`config.mk`:
```
export PLATFORM = sky130hd
export DESIGN_NAME = mmcm_drp_ctrl_flat
export DESIGN_NICKNAME = d
export VERILOG_FILES = /design/src/rtl/mmcm_drp_ctrl_if.sv /design/src/rtl/mmcm_drp_ctrl.sv /design/src/flat_wrapper.sv
export SDC_FILE = /design/constraint.sdc
export NUM_CORES = 1
export LEC_CHECK = 0
export CAP_MARGIN = 20
export CORE_MARGIN = 4
export CORE_UTILIZATION = 48
export DETAILED_ROUTE_END_ITERATION = 10
export PLACE_DENSITY = 0.85
export SLEW_MARGIN = 10
export SYNTH_ARGS = -nofsm -noshare
export SYNTH_HDL_FRONTEND = slang
export SYNTH_SLANG_ARGS = --single-unit
```
`constraint.sdc`:
```
create_clock -name clk_100m -period 4.43 [get_ports clk_100m]
set_clock_uncertainty 0.15 [all_clocks]
set_input_delay 0.443 -clock clk_100m [delete_from_list [all_inputs] [get_ports clk_100m]]
set_output_delay 0.443 -clock clk_100m [all_outputs]
set_load 0.05 [all_outputs]
```
`src/rtl/mmcm_drp_ctrl_if.sv`:
```
`default_nettype none
// ============================================================================
// Module   : mmcm_drp_ctrl_if
// Brief    : Request, table-lookup, DRP and MMCM-control bundle of the
//            MMCM reconfiguration controller.
// Revision : 1.0
// ============================================================================
interface mmcm_drp_ctrl_if;
    logic        cfg_req;
    logic        cfg_mode;
    logic        cfg_busy;
    logic        cfg_done;
    logic        cfg_err;
    logic        tbl_mode;
    logic [4:0]  tbl_idx;
    logic [6:0]  tbl_addr;
    logic [15:0] tbl_mask;
    logic [15:0] tbl_data;
    logic [6:0]  drp_addr;
    logic [15:0] drp_di;
    logic [15:0] drp_do;
    logic        drp_den;
    logic        drp_dwe;
    logic        drp_drdy;
    logic        mmcm_rst;
    logic        mmcm_locked;
    logic        clk_locked;

    modport master (
        input  cfg_req, cfg_mode, tbl_addr, tbl_mask, tbl_data,
               drp_do, drp_drdy, mmcm_locked,
        output cfg_busy, cfg_done, cfg_err, tbl_mode, tbl_idx,
               drp_addr, drp_di, drp_den, drp_dwe, mmcm_rst, clk_locked
    );

    modport slave (
        output cfg_req, cfg_mode, tbl_addr, tbl_mask, tbl_data,
               drp_do, drp_drdy, mmcm_locked,
        input  cfg_busy, cfg_done, cfg_err, tbl_mode, tbl_idx,
               drp_addr, drp_di, drp_den, drp_dwe, mmcm_rst, clk_locked
    );
endinterface
`default_nettype wire

```
`src/rtl/mmcm_drp_ctrl.sv`:
```
`default_nettype none
// ============================================================================
// Module   : mmcm_drp_ctrl
// Brief    : Read-modify-write MMCM reconfiguration over DRP from an external
//            mode/index table, then waits for lock.
// Revision : 1.0
// ============================================================================
module mmcm_drp_ctrl #(
    parameter int NUM_REGS     = 8,
    parameter int DRDY_TIMEOUT = 64,
    parameter int LOCK_TIMEOUT = 65535
) (
    input  wire logic     clk_100m,
    input  wire logic     rst_n,
    mmcm_drp_ctrl_if.master bus
);

    localparam int c_CNT_MAX = (DRDY_TIMEOUT > LOCK_TIMEOUT) ? DRDY_TIMEOUT : LOCK_TIMEOUT;
    localparam int c_CNT_W   = $clog2(c_CNT_MAX + 1);

    localparam logic [c_CNT_W-1:0] c_DRDY_LAST = c_CNT_W'(DRDY_TIMEOUT - 1);
    localparam logic [c_CNT_W-1:0] c_LOCK_LAST = c_CNT_W'(LOCK_TIMEOUT - 1);
    localparam logic [4:0]         c_IDX_LAST  = 5'(NUM_REGS - 1);

    localparam logic [3:0] c_S_IDLE      = 4'd0;
    localparam logic [3:0] c_S_RST       = 4'd1;
    localparam logic [3:0] c_S_RD        = 4'd2;
    localparam logic [3:0] c_S_RD_WAIT   = 4'd3;
    localparam logic [3:0] c_S_WR        = 4'd4;
    localparam logic [3:0] c_S_WR_WAIT   = 4'd5;
    localparam logic [3:0] c_S_LOCK_WAIT = 4'd6;
    localparam logic [3:0] c_S_DONE      = 4'd7;
    localparam logic [3:0] c_S_ERR       = 4'd8;

    logic [3:0]         r_state;
    logic [3:0]         w_state_nxt;
    logic [c_CNT_W-1:0] r_cnt;
    logic               r_lock_meta;
    logic               r_lock_sync;
    logic [4:0]         r_tbl_idx;
    logic               r_tbl_mode;
    logic [15:0]        r_rd_val;
    logic               r_cfg_err;

    logic               w_busy;
    logic               w_done;
    logic               w_den;
    logic               w_dwe;
    logic [6:0]         w_addr;
    logic [15:0]        w_di;
    logic               w_mmcm_rst;
    logic               w_in_wait;

    // LOCKED comes straight from the MMCM with no relation to clk_100m.
    always_ff @(posedge clk_100m or negedge rst_n) begin
        if (!rst_n) begin
            r_lock_meta <= 1'b0;
            r_lock_sync <= 1'b0;
        end else begin
            r_lock_meta <= bus.mmcm_locked;
            r_lock_sync <= r_lock_meta;
        end
    end

    always_ff @(posedge clk_100m or negedge rst_n) begin
        if (!rst_n) begin
            r_state <= c_S_IDLE;
        end else begin
            r_state <= w_state_nxt;
        end
    end

    // drdy is only looked at in the wait states, so a response coincident
    // with the den pulse (or arriving while idle) can never advance the FSM.
    always_comb begin
        w_state_nxt = r_state;
        case (r_state)
            c_S_IDLE:      if (bus.cfg_req) w_state_nxt = c_S_RST;
            c_S_RST:       w_state_nxt = c_S_RD;
            c_S_RD:        w_state_nxt = c_S_RD_WAIT;
            c_S_RD_WAIT: begin
                if (bus.drp_drdy)               w_state_nxt = c_S_WR;
                else if (r_cnt == c_DRDY_LAST)  w_state_nxt = c_S_ERR;
            end
            c_S_WR:        w_state_nxt = c_S_WR_WAIT;
            c_S_WR_WAIT: begin
                if (bus.drp_drdy)
                    w_state_nxt = (r_tbl_idx == c_IDX_LAST) ? c_S_LOCK_WAIT : c_S_RD;
                else if (r_cnt == c_DRDY_LAST)
                    w_state_nxt = c_S_ERR;
            end
            c_S_LOCK_WAIT: begin
                if (r_lock_sync)                w_state_nxt = c_S_DONE;
                else if (r_cnt == c_LOCK_LAST)  w_state_nxt = c_S_ERR;
            end
            c_S_DONE:      w_state_nxt = c_S_IDLE;
            c_S_ERR:       w_state_nxt = c_S_IDLE;
            default:       w_state_nxt = c_S_IDLE;
        endcase
    end

    always_comb begin
        w_busy     = (r_state != c_S_IDLE);
        w_done     = (r_state == c_S_DONE);
        w_den      = 1'b0;
        w_dwe      = 1'b0;
        w_addr     = 7'd0;
        w_di       = 16'd0;
        w_mmcm_rst = 1'b0;
        w_in_wait  = 1'b0;
        case (r_state)
            c_S_RST: begin
                w_mmcm_rst = 1'b1;
            end
            c_S_RD: begin
                w_mmcm_rst = 1'b1;
                w_den      = 1'b1;
                w_addr     = bus.tbl_addr;
            end
            c_S_RD_WAIT: begin
                w_mmcm_rst = 1'b1;
                w_in_wait  = 1'b1;
            end
            c_S_WR: begin
                w_mmcm_rst = 1'b1;
                w_den      = 1'b1;
                w_dwe      = 1'b1;
                w_addr     = bus.tbl_addr;
                w_di       = (r_rd_val & bus.tbl_mask) | (bus.tbl_data & ~bus.tbl_mask);
            end
            c_S_WR_WAIT: begin
                w_mmcm_rst = 1'b1;
                w_in_wait  = 1'b1;
            end
            c_S_LOCK_WAIT: begin
                w_in_wait  = 1'b1;
            end
            default: begin
                w_mmcm_rst = 1'b0;
            end
        endcase
    end

    // One counter serves all wait states; any state change restarts it.
    always_ff @(posedge clk_100m or negedge rst_n) begin
        if (!rst_n) begin
            r_cnt <= '0;
        end else if (w_state_nxt != r_state) begin
            r_cnt <= '0;
        end else if (w_in_wait) begin
            r_cnt <= r_cnt + 1'b1;
        end
    end

    always_ff @(posedge clk_100m or negedge rst_n) begin
        if (!rst_n) begin
            r_tbl_idx  <= 5'd0;
            r_tbl_mode <= 1'b0;
            r_rd_val   <= 16'd0;
            r_cfg_err  <= 1'b0;
        end else begin
            if (r_state == c_S_IDLE && bus.cfg_req) begin
                r_tbl_mode <= bus.cfg_mode;
                r_tbl_idx  <= 5'd0;
                r_cfg_err  <= 1'b0;
            end
            if (r_state == c_S_RD_WAIT && bus.drp_drdy) begin
                r_rd_val <= bus.drp_do;
            end
            if (r_state == c_S_WR_WAIT && bus.drp_drdy && r_tbl_idx != c_IDX_LAST) begin
                r_tbl_idx <= r_tbl_idx + 5'd1;
            end
            // Set on entry so the flag is already visible while in ERR.
            if (w_state_nxt == c_S_ERR) begin
                r_cfg_err <= 1'b1;
            end
        end
    end

    assign bus.cfg_busy   = w_busy;
    assign bus.cfg_done   = w_done;
    assign bus.cfg_err    = r_cfg_err;
    assign bus.tbl_mode   = r_tbl_mode;
    assign bus.tbl_idx    = r_tbl_idx;
    assign bus.drp_den    = w_den;
    assign bus.drp_dwe    = w_dwe;
    assign bus.drp_addr   = w_addr;
    assign bus.drp_di     = w_di;
    assign bus.mmcm_rst   = w_mmcm_rst;
    assign bus.clk_locked = r_lock_sync & ~w_busy;

endmodule
`default_nettype wire

```
`src/flat_wrapper.sv`:
```
// flat-port wrapper written by rule: the top's interface ports become plain ports
module mmcm_drp_ctrl_flat 
#(
    parameter int NUM_REGS     = 8,
    parameter int DRDY_TIMEOUT = 64,
    parameter int LOCK_TIMEOUT = 65535
)
  (clk_100m, rst_n, bus_cfg_req, bus_cfg_mode, bus_tbl_addr, bus_tbl_mask, bus_tbl_data, bus_drp_do, bus_drp_drdy, bus_mmcm_locked, bus_cfg_busy, bus_cfg_done, bus_cfg_err, bus_tbl_mode, bus_tbl_idx, bus_drp_addr, bus_drp_di, bus_drp_den, bus_drp_dwe, bus_mmcm_rst, bus_clk_locked);
  mmcm_drp_ctrl_if bus_i ();
  input  wire logic clk_100m;
  input  wire logic rst_n;
  input wire logic [$bits(bus_i.cfg_req)-1:0] bus_cfg_req;
  input wire logic [$bits(bus_i.cfg_mode)-1:0] bus_cfg_mode;
  input wire logic [$bits(bus_i.tbl_addr)-1:0] bus_tbl_addr;
  input wire logic [$bits(bus_i.tbl_mask)-1:0] bus_tbl_mask;
  input wire logic [$bits(bus_i.tbl_data)-1:0] bus_tbl_data;
  input wire logic [$bits(bus_i.drp_do)-1:0] bus_drp_do;
  input wire logic [$bits(bus_i.drp_drdy)-1:0] bus_drp_drdy;
  input wire logic [$bits(bus_i.mmcm_locked)-1:0] bus_mmcm_locked;
  output wire logic [$bits(bus_i.cfg_busy)-1:0] bus_cfg_busy;
  output wire logic [$bits(bus_i.cfg_done)-1:0] bus_cfg_done;
  output wire logic [$bits(bus_i.cfg_err)-1:0] bus_cfg_err;
  output wire logic [$bits(bus_i.tbl_mode)-1:0] bus_tbl_mode;
  output wire logic [$bits(bus_i.tbl_idx)-1:0] bus_tbl_idx;
  output wire logic [$bits(bus_i.drp_addr)-1:0] bus_drp_addr;
  output wire logic [$bits(bus_i.drp_di)-1:0] bus_drp_di;
  output wire logic [$bits(bus_i.drp_den)-1:0] bus_drp_den;
  output wire logic [$bits(bus_i.drp_dwe)-1:0] bus_drp_dwe;
  output wire logic [$bits(bus_i.mmcm_rst)-1:0] bus_mmcm_rst;
  output wire logic [$bits(bus_i.clk_locked)-1:0] bus_clk_locked;
  assign bus_i.cfg_req = bus_cfg_req;
  assign bus_i.cfg_mode = bus_cfg_mode;
  assign bus_i.tbl_addr = bus_tbl_addr;
  assign bus_i.tbl_mask = bus_tbl_mask;
  assign bus_i.tbl_data = bus_tbl_data;
  assign bus_i.drp_do = bus_drp_do;
  assign bus_i.drp_drdy = bus_drp_drdy;
  assign bus_i.mmcm_locked = bus_mmcm_locked;
  assign bus_cfg_busy = bus_i.cfg_busy;
  assign bus_cfg_done = bus_i.cfg_done;
  assign bus_cfg_err = bus_i.cfg_err;
  assign bus_tbl_mode = bus_i.tbl_mode;
  assign bus_tbl_idx = bus_i.tbl_idx;
  assign bus_drp_addr = bus_i.drp_addr;
  assign bus_drp_di = bus_i.drp_di;
  assign bus_drp_den = bus_i.drp_den;
  assign bus_drp_dwe = bus_i.drp_dwe;
  assign bus_mmcm_rst = bus_i.mmcm_rst;
  assign bus_clk_locked = bus_i.clk_locked;
  mmcm_drp_ctrl #(.NUM_REGS(NUM_REGS), .DRDY_TIMEOUT(DRDY_TIMEOUT), .LOCK_TIMEOUT(LOCK_TIMEOUT)) u_core (.clk_100m(clk_100m), .rst_n(rst_n), .bus(bus_i));
endmodule
```
## Word level (Yosys, flattened, before mapping)

Cells that the tools add are included.

- Shift operators: 0
- Reduce and logical (&&, ||, !) cells: 12
- Magnitude comparators: 0
- Multipliers: 0
- Div/mod/pow operators: 0
- Bitwise operators: 6
- Mux-type cells: 20
- $add $sub $neg: 2
- Eq/ne operators: 13

Operators with widths:

| cell | number |
|---|---|
| $mux 16 | 3 |
| $and 16x16->16 | 2 |
| $pmux 4 s7 | 1 |
| $mux 4 | 6 |
| $add 16x1->16 const B | 1 |
| $eq 16x16->1 const B | 1 |
| $eq 16x6->1 const B | 1 |
| $eq 4x3->1 const B | 4 |
| $not 16->16 | 1 |
| $or 16x16->16 | 1 |
| $mux 5 | 2 |
| $eq 4x2->1 const B | 2 |
| $mux 7 | 1 |
| $mux 1 | 6 |
| $reduce_bool 2->1 | 3 |
| $add 5x1->5 const B | 1 |
| $eq 5x3->1 const B | 1 |
| $ne 5x3->1 const B | 1 |
| $reduce_or 5->1 | 1 |
| $eq 4x1->1 const B | 1 |
| $eq 4x4->1 const B | 1 |
| $logic_and 1x1->1 | 4 |
| $logic_not 4->1 | 1 |
| $ne 4x4->1 | 1 |
| other kinds (6) | 6 |

- Memories: 0
- Input bits: 61
- Flip-flop bits (word level): 45
- Logic and storage cells: 61
- RAM bits: 0
- Output and inout bits: 36
- Latch bits: 0
- Bits in read-only memories: 0

## Depth between registers and ports, before layout

- Depth in word-level cells: 6
- Gate-level depth with buffers: 7
- Depth with buffers taken out: 6

## Worst setup path after synthesis

OpenSTA, ideal clock, no wires.

- Path kind: register to output
- Start point: register u_core.r_state[2]
- End point: output bus_drp_addr[0]
- Stages on the path, launching flop included: 5
- Buffers on the path: 1
- Setup slack: 1,320 ps
- Required time: 3,837 ps
- Arrival: 2,517 ps
- Cell sequence: dfrtp_1 buf_4 xnor2_1 nor3_1 and2_1

- Cells in the longest elaborated chain, start to end: 3
- Elaborated cells between the ends (all ways): 4
- Those cells by class: 2 x eq/ne; 1 x mux; 1 x reduce/logical

RTL lines:

| item | RTL line | text |
|---|---|---|
| from (decl) | mmcm_drp_ctrl.sv:35 | `logic [3:0] r_state;` |
| from (signal assigned) | mmcm_drp_ctrl.sv:67 | `r_state <= c_S_IDLE;` |
| from (signal assigned) | mmcm_drp_ctrl.sv:69 | `r_state <= w_state_nxt;` |
| $eq 4x2->1 / $eq 4x3->1 (equally long branches) | mmcm_drp_ctrl.sv:111 | `case (r_state)` |
| $reduce_or 2->1 (no source line) (*) | n/a |  |
| $mux 7 (*) | mmcm_drp_ctrl.sv:111 |  |
| to (decl) | flat_wrapper.sv:25 | `output wire logic [$bits(bus_i.drp_addr)-1:0] bus_drp_addr;` |

Every way passes the cells marked *; elsewhere a longest branch is shown, timed or not.

## Worst setup path after layout

- Start point: register u_core.r_state[2]
- End point: output bus_drp_di[1]

- Cells in the longest elaborated chain, start to end: 2

RTL lines:

| item | RTL line | text |
|---|---|---|
| $eq 4x3->1 | mmcm_drp_ctrl.sv:111 |  |
| $mux 16 | mmcm_drp_ctrl.sv:111 |  |
| to (decl) | flat_wrapper.sv:26 | `output wire logic [$bits(bus_i.drp_di)-1:0] bus_drp_di;` |

Every way passes these cells.

==> results by group <==
Worst setup path
  • Critical Path RT: 3.84 ns
  • Worst path arrival time: between 2 and 3 ns
  • R2r setup slk: between 1.5 and 2 ns
  • Worst Path Buf+Inv: 1
  • Kind of critical path: reg -> out
  • Cell family with most CP delay: simple AND/OR/NAND/NOR gates
  • WP depth: 4
  • Crit-path slowest cell: clkdlybuf4s50_1
  • R2R depth: 4
  • Critical path, cell by cell: or3b_4 > nand2b_1 > nor2_1 > clkdlybuf4s50_1
  • Crit-path max FO: 17
  • CP Launch Type: flop
  • Delay of the slowest critical-path stage: a little over 0.8 ns
  • Setup crit end kind: output port

Job
  • Max-cap violations: 0

Clock network
  • Clock sink count: between 40 and 50
  • CTS max path bufs: 2
  • Clock slew at the register clock pins of the worst setup and hold paths: about 0.09 ns
  • Post-CTS resize count: 0
  • TritonCTS clock tree: done
  • Skew-Pair Late Insertion Delay: approximately 0.30 ns
  • H-tree depth: 2
  • Root buf cell: clkbuf_8
  • CTS buffer count: 5

Global route
  • GR Util met3: 4.61%
  • Initial antenna violation count: 0
  • GRT met1 Usage: ~26%
  • Tot GR Track Use: roughly a fifth
  • Gr ovfl total: 0
  • Global-route wire length before repair: around 11,000 um
  • Most used routing layer: met2
  • Met2 GRT Util: approximately a third
  • Vias in the first global route: around 2,200
  • Largest net degree at the start of global routing: 46

Route
  • DR iter-0 viols: between 100 and 150
  • DR WL/cell: 16.0 um
  • First-pass detailed-route iteration total: 4
  • Vias: between 2,000 and 2,500
  • Antenna-violating nets left: 0
  • DRC errors left: 0
  • WL final: 6840 um
  • Vias/cell: 5.63

STA
  • Final critical-path required period: roughly 3.5 ns
  • Slew Viols, Final: 0
  • Worst-Margin Slew: 0.994 ns
  • Unrepaired setup endpoints after global routing: false
  • Final Cycle Share: 79.9%
  • Setup TNS: 0 ns
  • # setup viols final: 0
  • Fmax: 283 MHz
  • Rel. slew slack: 33.2%
  • Fin Hold WS: between 0.2 and 0.25 ns
  • Worst Slack Setup Final: roughly 0.9 ns
  • Hold Vio Cnt, Final: 0

Layout
  • Most frequent cells in the layout: 95 x clkdlybuf4s50_1, 45 x dfrtp_1, 21 x nor2_1
  • Commonest non-fill, non-tap cell in the layout: clkdlybuf4s50_1
  • Post-layout util: a little over 70%
  • Layout Cells excl Fill: approximately 430
  • Diode count: 0
  • Area growth from synthesis to layout: 43.0%
  • Layout Nets: roughly 420
  • Share of layout cells above drive strength 1: between 10 and 15%

Synthesis
  • Yosys warning count: 0
  • Synthesized instance count: about 260
  • Yosys reg bits: 45
  • Synth Net Count: ~330
  • Sequential share of the synthesized area: between 40 and 50%
  • Syn Area/Cell: ~10 um2
  • Yosys cell types: 41
  • Post-Synthesis Cell Area: between 2000 and 3000 um2
  • Post-synth EDFFs: 0
  • Async SR Flop Fraction: 100%
  • Main synth FF type: dfrtp_1

Floorplanning
  • Core area: about 5200 um2
  • Die Height: 82.0 um
  • Full die area: 6730 um2
  • Cell row count: 26
  • Die W: approximately 82 um
  • Initial Utilization: about half
  • I/O pin count: 97

Place
  • Final HPWL DP: a little over 5000 um
  • Post-placement cell count: between 400 and 500
  • Place WS: between 1 and 1.5 ns
  • Routability cong.: 0.781
  • Number of port buffers: 96

Outcome
  • Outcome: finished, final reports clean

Power
  • PwrDens: between 400 and 500 nW/um2
  • VDD IR max: 0.000315 V
  • Leakage power: between 1 and 1.5 nW

Min path
  • Worst hold path class: reg -> reg
  • Worst Hold Path Cells: 0
==> path summary, 6_finish.rpt <==
| check | startpoint | end |
|---|---|---|
| max | u_core.r_state[2]$_DFF_PN0_ | bus_drp_di[1] |
| min | u_core.r_lock_meta$_DFF_PN0_ | u_core.r_lock_sync$_DFF_PN0_ |
| max reg2reg | u_core.r_state[2]$_DFF_PN0_ | u_core.r_cnt[5]$_DFFE_PN0P_ |
| min reg2reg | u_core.r_lock_meta$_DFF_PN0_ | u_core.r_lock_sync$_DFF_PN0_ |
| max in group asynchronous | rst_n | u_core.r_cnt[1]$_DFFE_PN0P_ |
| min in group asynchronous | rst_n | u_core.bus.tbl_idx[3]$_DFFE_PN0P_ |
==> Yosys cell counts, drive strengths merged (2+ instances only) <==
cell / number / share of area, %
xnor2: 2 / 0.67
nand4: 4 / 0.95
or4: 9 / 2.6
a31oi: 2 / 0.48
nand2b: 2 / 0.48
a211oi: 16 / 4.9
o31ai: 10 / 2.9
or3: 6 / 1.4
o21ai: 7 / 1.3
and2: 8 / 1.9
nand2: 16 / 2.3
mux2i: 16 / 6.1
inv: 9 / 1.3
nand3: 15 / 2.9
ha: 3 / 1.4
a21o: 5 / 1.4
and3: 6 / 1.4
clkbuf: 5 / 0.71
nor2: 21 / 3.0
nor4: 5 / 1.4
dfrtp: 45 / 43
a21oi: 2 / 0.38
buf: 8 / 1.9
nor4bb: 3 / 1.1
mux2: 20 / 8.6
nor3: 8 / 1.5
==> through the flow <==
step,power (mW),instance area [um2]
floorplan,1.28,2630
global placement,1.55,3620
detailed placement,1.57,3620
CTS,1.88,3730
global route,1.97,3760
finish,1.87,3760
==> where the power goes <==
part,switching [mW],internal (mW)
registers,0.0942,0.516
logic,0.563,0.386
clock network,0.137,0.169
total,0.794,1.07
==> cells by family (layout without fill, tap and decap cells) <==
family | Yosys count | in the layout | synth area share, %
adders and majority gates | 3 | 3 | 1.43
muxes | 36 | 36 | 14.6
xor gates and xnor gates | 2 | 2 | 0.666
AOI/OAI and AO/OA | 46 | 46 | 13.1
DFF | 45 | 45 | 42.8
and+or+nand+nor | 110 | 110 | 23.4
buffers and inverters | 22 | 116 | 3.95
==> what timing repair did <==
action / CTS / global route
endpoints found under the hold margin: 0 / 7
buffers inserted: 0 / 0
hold buffers: 0 / 1
==> layer usage <==
layer	vias up	wire length, um
li1	1174	-
met1	1157	2890
met2	75	3380
met3	5	519
met4	0	50
met5	-	0
==> layout make-up <==
type                            instances  area, um2
Sequential cell                        45       1130
Inverter                                9       33.8
Fill cell                             398       1440
Multi-Input combinational cell        197       1410
Clock buffer                            6       72.6
Timing Repair Buffer                   99        993
Clock inverter                          2       38.8
Tap cell                               70       87.6
==> registers in the layout, indices dropped and copies added (netlist names) <==
| register | flops |
|---|---|
| u_core.bus.tbl_idx | 5 |
| u_core.r_rd_val | 16 |
| u_core.r_state | 4 |
| u_core.bus.tbl_mode | 1 |
| u_core.bus.cfg_err | 1 |
| u_core.r_cnt | 16 |
| u_core.r_lock_meta | 1 |
| u_core.r_lock_sync | 1 |
(Power assumes the default switching activity.)
